$ cat config.mk
export PLATFORM = sky130hd
export DESIGN_NAME = sram_port_ctrl
export DESIGN_NICKNAME = d
export VERILOG_FILES = /design/src/rtl/sram_port_ctrl_pkg.sv /design/src/rtl/sram_port_ctrl.sv
export SDC_FILE = /design/constraint.sdc
export NUM_CORES = 1
export LEC_CHECK = 0
export ABC_AREA = 1
export CAP_MARGIN = 0
export CORE_MARGIN = 8
export CORE_UTILIZATION = 35
export CTS_CLUSTER_SIZE = 14
export DETAILED_ROUTE_END_ITERATION = 12
export GPL_ROUTABILITY_DRIVEN = 0
export GPL_TIMING_DRIVEN = 0
export PLACE_DENSITY = 0.63
export SYNTH_ARGS = -nofsm -noshare
export SYNTH_HDL_FRONTEND = slang
export SYNTH_SLANG_ARGS = --single-unit
$ cat constraint.sdc
create_clock -name clk -period 1.79 [get_ports clk]
set_input_delay 0.179 -clock clk [delete_from_list [all_inputs] [get_ports clk]]
set_output_delay 0.179 -clock clk [all_outputs]
set_load 0.02 [all_outputs]
$ cat src/rtl/sram_port_ctrl_pkg.sv
// Shared constants for the SRAM port controller: FSM state encoding and default widths.
package sram_port_ctrl_pkg;

    localparam int DEF_ADDR_WIDTH = 8;
    localparam int DEF_WORD_DEPTH = 256;
    localparam int DEF_WORD_WIDTH = 8;
    localparam int DEF_LEN_WIDTH  = 4;

    localparam logic [2:0] ST_IDLE    = 3'd0;
    localparam logic [2:0] ST_WR      = 3'd1;
    localparam logic [2:0] ST_RD_ADDR = 3'd2;
    localparam logic [2:0] ST_RD_DATA = 3'd3;
    localparam logic [2:0] ST_RD_RESP = 3'd4;

    typedef enum logic [2:0] {
        IDLE    = ST_IDLE,
        WR      = ST_WR,
        RD_ADDR = ST_RD_ADDR,
        RD_DATA = ST_RD_DATA,
        RD_RESP = ST_RD_RESP
    } state_t;

endpackage

$ cat src/rtl/sram_port_ctrl.sv
// Initiator-side controller sequencing a sync SRAM for single-word writes and burst reads.
module sram_port_ctrl
    import sram_port_ctrl_pkg::*;
#(
    parameter int addr_width = DEF_ADDR_WIDTH,
    parameter int word_depth = DEF_WORD_DEPTH,
    parameter int word_width = DEF_WORD_WIDTH,
    parameter int len_width  = DEF_LEN_WIDTH
) (
    input  logic                  clk,
    input  logic                  rst_n,
    input  logic                  req_valid,
    output logic                  req_ready,
    input  logic                  req_write,
    input  logic [addr_width-1:0] req_addr,
    input  logic [word_width-1:0] req_wdata,
    input  logic [len_width-1:0]  req_len,
    output logic                  rsp_valid,
    input  logic                  rsp_ready,
    output logic [word_width-1:0] rsp_rdata,
    output logic                  rsp_last,
    output logic                  busy,
    output logic [addr_width-1:0] sram_addr,
    output logic [word_width-1:0] sram_din,
    output logic                  sram_we_n,
    input  logic [word_width-1:0] sram_dout
);

    localparam logic [addr_width-1:0] ADDR_MAX = addr_width'(word_depth - 1);

    state_t               state;
    logic [len_width-1:0] remaining;

    assign req_ready = (state == IDLE);
    assign busy      = (state != IDLE);

    // NOTE: all state is updated with non-blocking assignments so every register sees pre-edge values.
    always_ff @(posedge clk or negedge rst_n) begin
        if (!rst_n) begin
            state     <= IDLE;
            remaining <= '0;
            sram_addr <= '0;
            sram_din  <= '0;
            sram_we_n <= 1'b1;
            rsp_valid <= 1'b0;
            rsp_rdata <= '0;
            rsp_last  <= 1'b0;
        end else begin
            case (state)
                IDLE: begin
                    if (req_valid) begin
                        sram_addr <= req_addr;
                        if (req_write) begin
                            sram_din  <= req_wdata;
                            sram_we_n <= 1'b0;
                            state     <= WR;
                        end else begin
                            remaining <= req_len;
                            state     <= RD_ADDR;
                        end
                    end
                end
                WR: begin
                    sram_we_n <= 1'b1;
                    state     <= IDLE;
                end
                RD_ADDR: begin
                    state <= RD_DATA;
                end
                RD_DATA: begin
                    rsp_rdata <= sram_dout;
                    rsp_valid <= 1'b1;
                    rsp_last  <= (remaining == '0);
                    state     <= RD_RESP;
                end
                RD_RESP: begin
                    if (rsp_ready) begin
                        rsp_valid <= 1'b0;
                        rsp_last  <= 1'b0;
                        if (remaining == '0) begin
                            state <= IDLE;
                        end else begin
                            // Wrap explicitly so a non-power-of-two depth still stays in range.
                            sram_addr <= (sram_addr == ADDR_MAX) ? '0 : sram_addr + 1'b1;
                            remaining <= remaining - 1'b1;
                            state     <= RD_ADDR;
                        end
                    end
                end
                default: begin
                    state <= IDLE;
                end
            endcase
        end
    end

endmodule

==> flow_summary.yaml <==
clock_network:
  cts.reportedPaths.clkPinSlew_ns: 0.08
  clock-sinks: 34
  cts_made_buffers: 5
  cts_max_level: 2
  ctsRootBufferMaster: "sky130_fd_sc_hd__clkbuf_8"
  clockBufferDepth: 2
  postCtsHoldBufs: 0
  clk-insertion-delay-late_ns: 0.29
  tritoncts: "done"
sta:
  rsz_0062_raised_after_global_routing: "false"
  timing_worst_slew_pin_value_ns: 0.772
  finalSetupViolations: 0
  report.final.hold_viol_count: 33
  period_minus_slack_ns: 1.63
  totalNegativeSetupSlack_ns: 0
  timing.max_slew.rel_slack: 0.485
  share_of_the_cycle_needed_by_the_critical_path_after_routing: 0.910
  timing.clock.skew_ns: 0.00887
  worst_hold_slack_ns: -0.0318
  slew_violations: 0
  fmax_ghz: 0.614
global_routing:
  via_count_of_the_first_global_routing_pass: 1687
  antenna_found_initial: 0
  grt_util_all_layers: 0.129
  grt_first_pass_wirelength_mm: 7.76
  grt_max_degree: 35
  grt_overflow: 0
worst_setup_path:
  crit_fanout: 5
  setup.worst_path.start_class: "flip-flop"
  worst_setup_path_end_kind: "output pin"
  timing.critical_path.required_ns: 1.61
  cp_num_buf_inv: 2
  path_cells: "nor2_4, nand2_4, inv_2, dlygate4sd2_1"
  critical_path_class: "reg -> out"
  worstPathArrival_ns: 1.45
  worst_path_dominant_cell_family: "flip-flops"
  critPathSlowestCell: "sky130_fd_sc_hd__dfrtp_1"
  crit_path_max_incr_delay_ns: 0.44
layout:
  layout-drive-gt1-share: 0.120
  n_antenna_cell: 0
  areaGrowthSynthToFinish_pct: 45.1
  finish.net_count: 326
drt:
  dr_total_vias: 1617
  ant_nets: 0
  vias_per_cell: 4.47
  drt_pass1_iterations: 4
  routed_wire_length_per_instance_um: 12.6
  drt_first_iter_violations: 53
  detail_route.drc_violations: 0
  drt_wl_total_mm: 4.55
logic_synthesis:
  synth_seq_area_share: 0.482
  number_of_storage_elements_in_the_synthesis_netlist: 34
  synthFlopType: "sky130_fd_sc_hd__dfrtp_1"
  synth_fp_nets: 256
  synth.lib_cells_used.distinct: 25
  avgSynthCellArea_um2: 8.00
  synth.yosys.warnings: 0
  post_synth_edffs: 0
  synth-async-reset-ratio: 1.00
  syn_inst: 221
  syn_area_um2: 1770
floorplan:
  io_pins: 62
  die-height_um: 87.1
  die_x_um: 87.1
  core_area_um2: 4980
  placementRows: 26
  floorplan.die_area_um2: 7580
  initial_core_util: 0.355
hold_path:
  worst_hold_path_type: "in -> async"
placement:
  port_buffers: 61
  post-dp-hpwl_mm: 3.38
run_status:
  result_of_the_run: "finished, violations left"
  violations_in_the_final_reports: "hold timing"
pwr:
  p_per_area_nw_per_um2: 1850
  leakagePower_nw: 1.23
  power_mw: 4.75
  worst_ir_drop_vdd_v: 0.000865
job:
  max_cap_viol_count: 0
[synthesized netlist by cell type (2+ instances only)]
library cell                n  area, um2
sky130_fd_sc_hd__mux2_2     8       90.1
sky130_fd_sc_hd__dfrtp_1   33        826
sky130_fd_sc_hd__o21bai_1   2       15.0
sky130_fd_sc_hd__nand2_4    2       22.5
sky130_fd_sc_hd__inv_2      2       7.51
sky130_fd_sc_hd__a21oi_1    2       10.0
sky130_fd_sc_hd__nor3_1     2       10.0
sky130_fd_sc_hd__nand3_1   13       65.1
sky130_fd_sc_hd__ha_1       2       25.0
sky130_fd_sc_hd__nand2_1   84        315
sky130_fd_sc_hd__nor2_4     3       33.8
sky130_fd_sc_hd__o21ai_0   17       85.1
sky130_fd_sc_hd__inv_1     16       60.1
sky130_fd_sc_hd__nor2_1    20       75.1
sky130_fd_sc_hd__nand2_2    4       25.0
sky130_fd_sc_hd__buf_4      2       15.0
[layout make-up]
cell class	count	area (um2)
plain buffers	4	30.0
clock buffers	7	86.3
clock inverters	1	5.00
fillers	491	2410
inverters	19	72.6
multi-input cells	164	813
flip-flops and latches	34	852
well taps	70	87.6
repair buffers	63	618
[power breakdown]
group | switching [mW] | internal (mW) | total (mW) | leakage, nW
logic | 1.51 | 1.18 | 2.69 | 0.773
clock network | 0.288 | 0.311 | 0.598 | 0.0482
registers | 0.296 | 1.16 | 1.45 | 0.411
total | 2.09 | 2.65 | 4.75 | 1.23
[per-stage QoR]
stage | util | setup slack, ns | cell area, um2 | std cells
2_1_floorplan | - | 0.419 | 1770 | 221
3_3_place_gp | 0.495 | -0.261 | 2470 | 352
3_5_place_dp | 0.494 | 0.137 | 2460 | 352
4_1_cts | 0.512 | 0.107 | 2550 | 360
5_1_grt | 0.515 | 0.0639 | 2560 | 362
6_report | 0.515 | 0.161 | 2560 | 362
[layout by cell type, fill, tap and decap left out, drive strengths merged]
master,instances
a211oi,1
a21oi,3
buf,6
clkbuf,8
clkdlybuf4s50,58
clkinv,2
dfrtp,33
dfstp,1
dlygate4sd2,2
ha,2
inv,18
mux2,8
nand2,90
nand3,13
nand4,1
nor2,23
nor3,2
o21ai,18
o21bai,2
o22ai,1
[per-layer routing]
metal  part of all wire  GRT usage  wire length, um  vias to the layer above
li1                   -          -                -                      838
met1               0.46      0.154             2090                      724
met2               0.43      0.198             1980                       50
met3               0.10     0.0642              459                        5
met4             0.0075     0.0376               34                        0
met5                  0          0                0                        -
[flip-flops by register name, summed over array words and instances, names as in the netlist]
name,cells
rsp_last,1
remaining,4
sram_we_n,1
sram_addr,8
rsp_valid,1
rsp_rdata,8
state,3
sram_din,8
[cell families after synthesis]
group	share of synthesized area
AO/OA/AOI/OAI	0.0821
adder cells (fa/ha/maj)	0.0142
AND/OR/NAND/NOR	0.313
flip-flops	0.482
multiplexers	0.0510
buffers and inverters	0.0580
[final timing paths]
check                                          from                       end  slack [ns]  cells past startpoint
max                            state[0]$_DFFE_PN0P_                 req_ready        0.16                      4
min                                           rst_n  rsp_rdata[1]$_DFFE_PN0P_       -0.03                      1
max reg2reg                remaining[0]$_DFFE_PN0P_  remaining[3]$_DFFE_PN0P_        0.21                      9
min reg2reg                remaining[1]$_DFFE_PN0P_  remaining[1]$_DFFE_PN0P_        0.48                      2
max in group asynchronous                     rst_n  remaining[3]$_DFFE_PN0P_        1.33                      1
min in group clk                       req_wdata[1]   sram_din[1]$_DFFE_PN0P_        0.43                      3
[worst reg2reg max path: stages (launching register included)]
cell,delay (ns)
sky130_fd_sc_hd__dfrtp_1,0.40
sky130_fd_sc_hd__inv_1,0.10
sky130_fd_sc_hd__ha_1,0.21
sky130_fd_sc_hd__nand3_1,0.16
sky130_fd_sc_hd__nand2_1,0.15
sky130_fd_sc_hd__nand2_1,0.13
sky130_fd_sc_hd__nand2_4,0.15
sky130_fd_sc_hd__nor2_4,0.06
sky130_fd_sc_hd__nand2_1,0.05
sky130_fd_sc_hd__nand2_1,0.05
[what timing repair did]
| item | 4_1_cts | 5_1_grt |
|---|---|---|
| setup buffers | 0 | 2 |
| pin swaps | 0 | 1 |
| hold endpoints to repair | 0 | 0 |
| gates resized for setup | 2 | 0 |
| endpoints found under the setup margin | 2 | 4 |
Power figures use the tool's default switching activity.
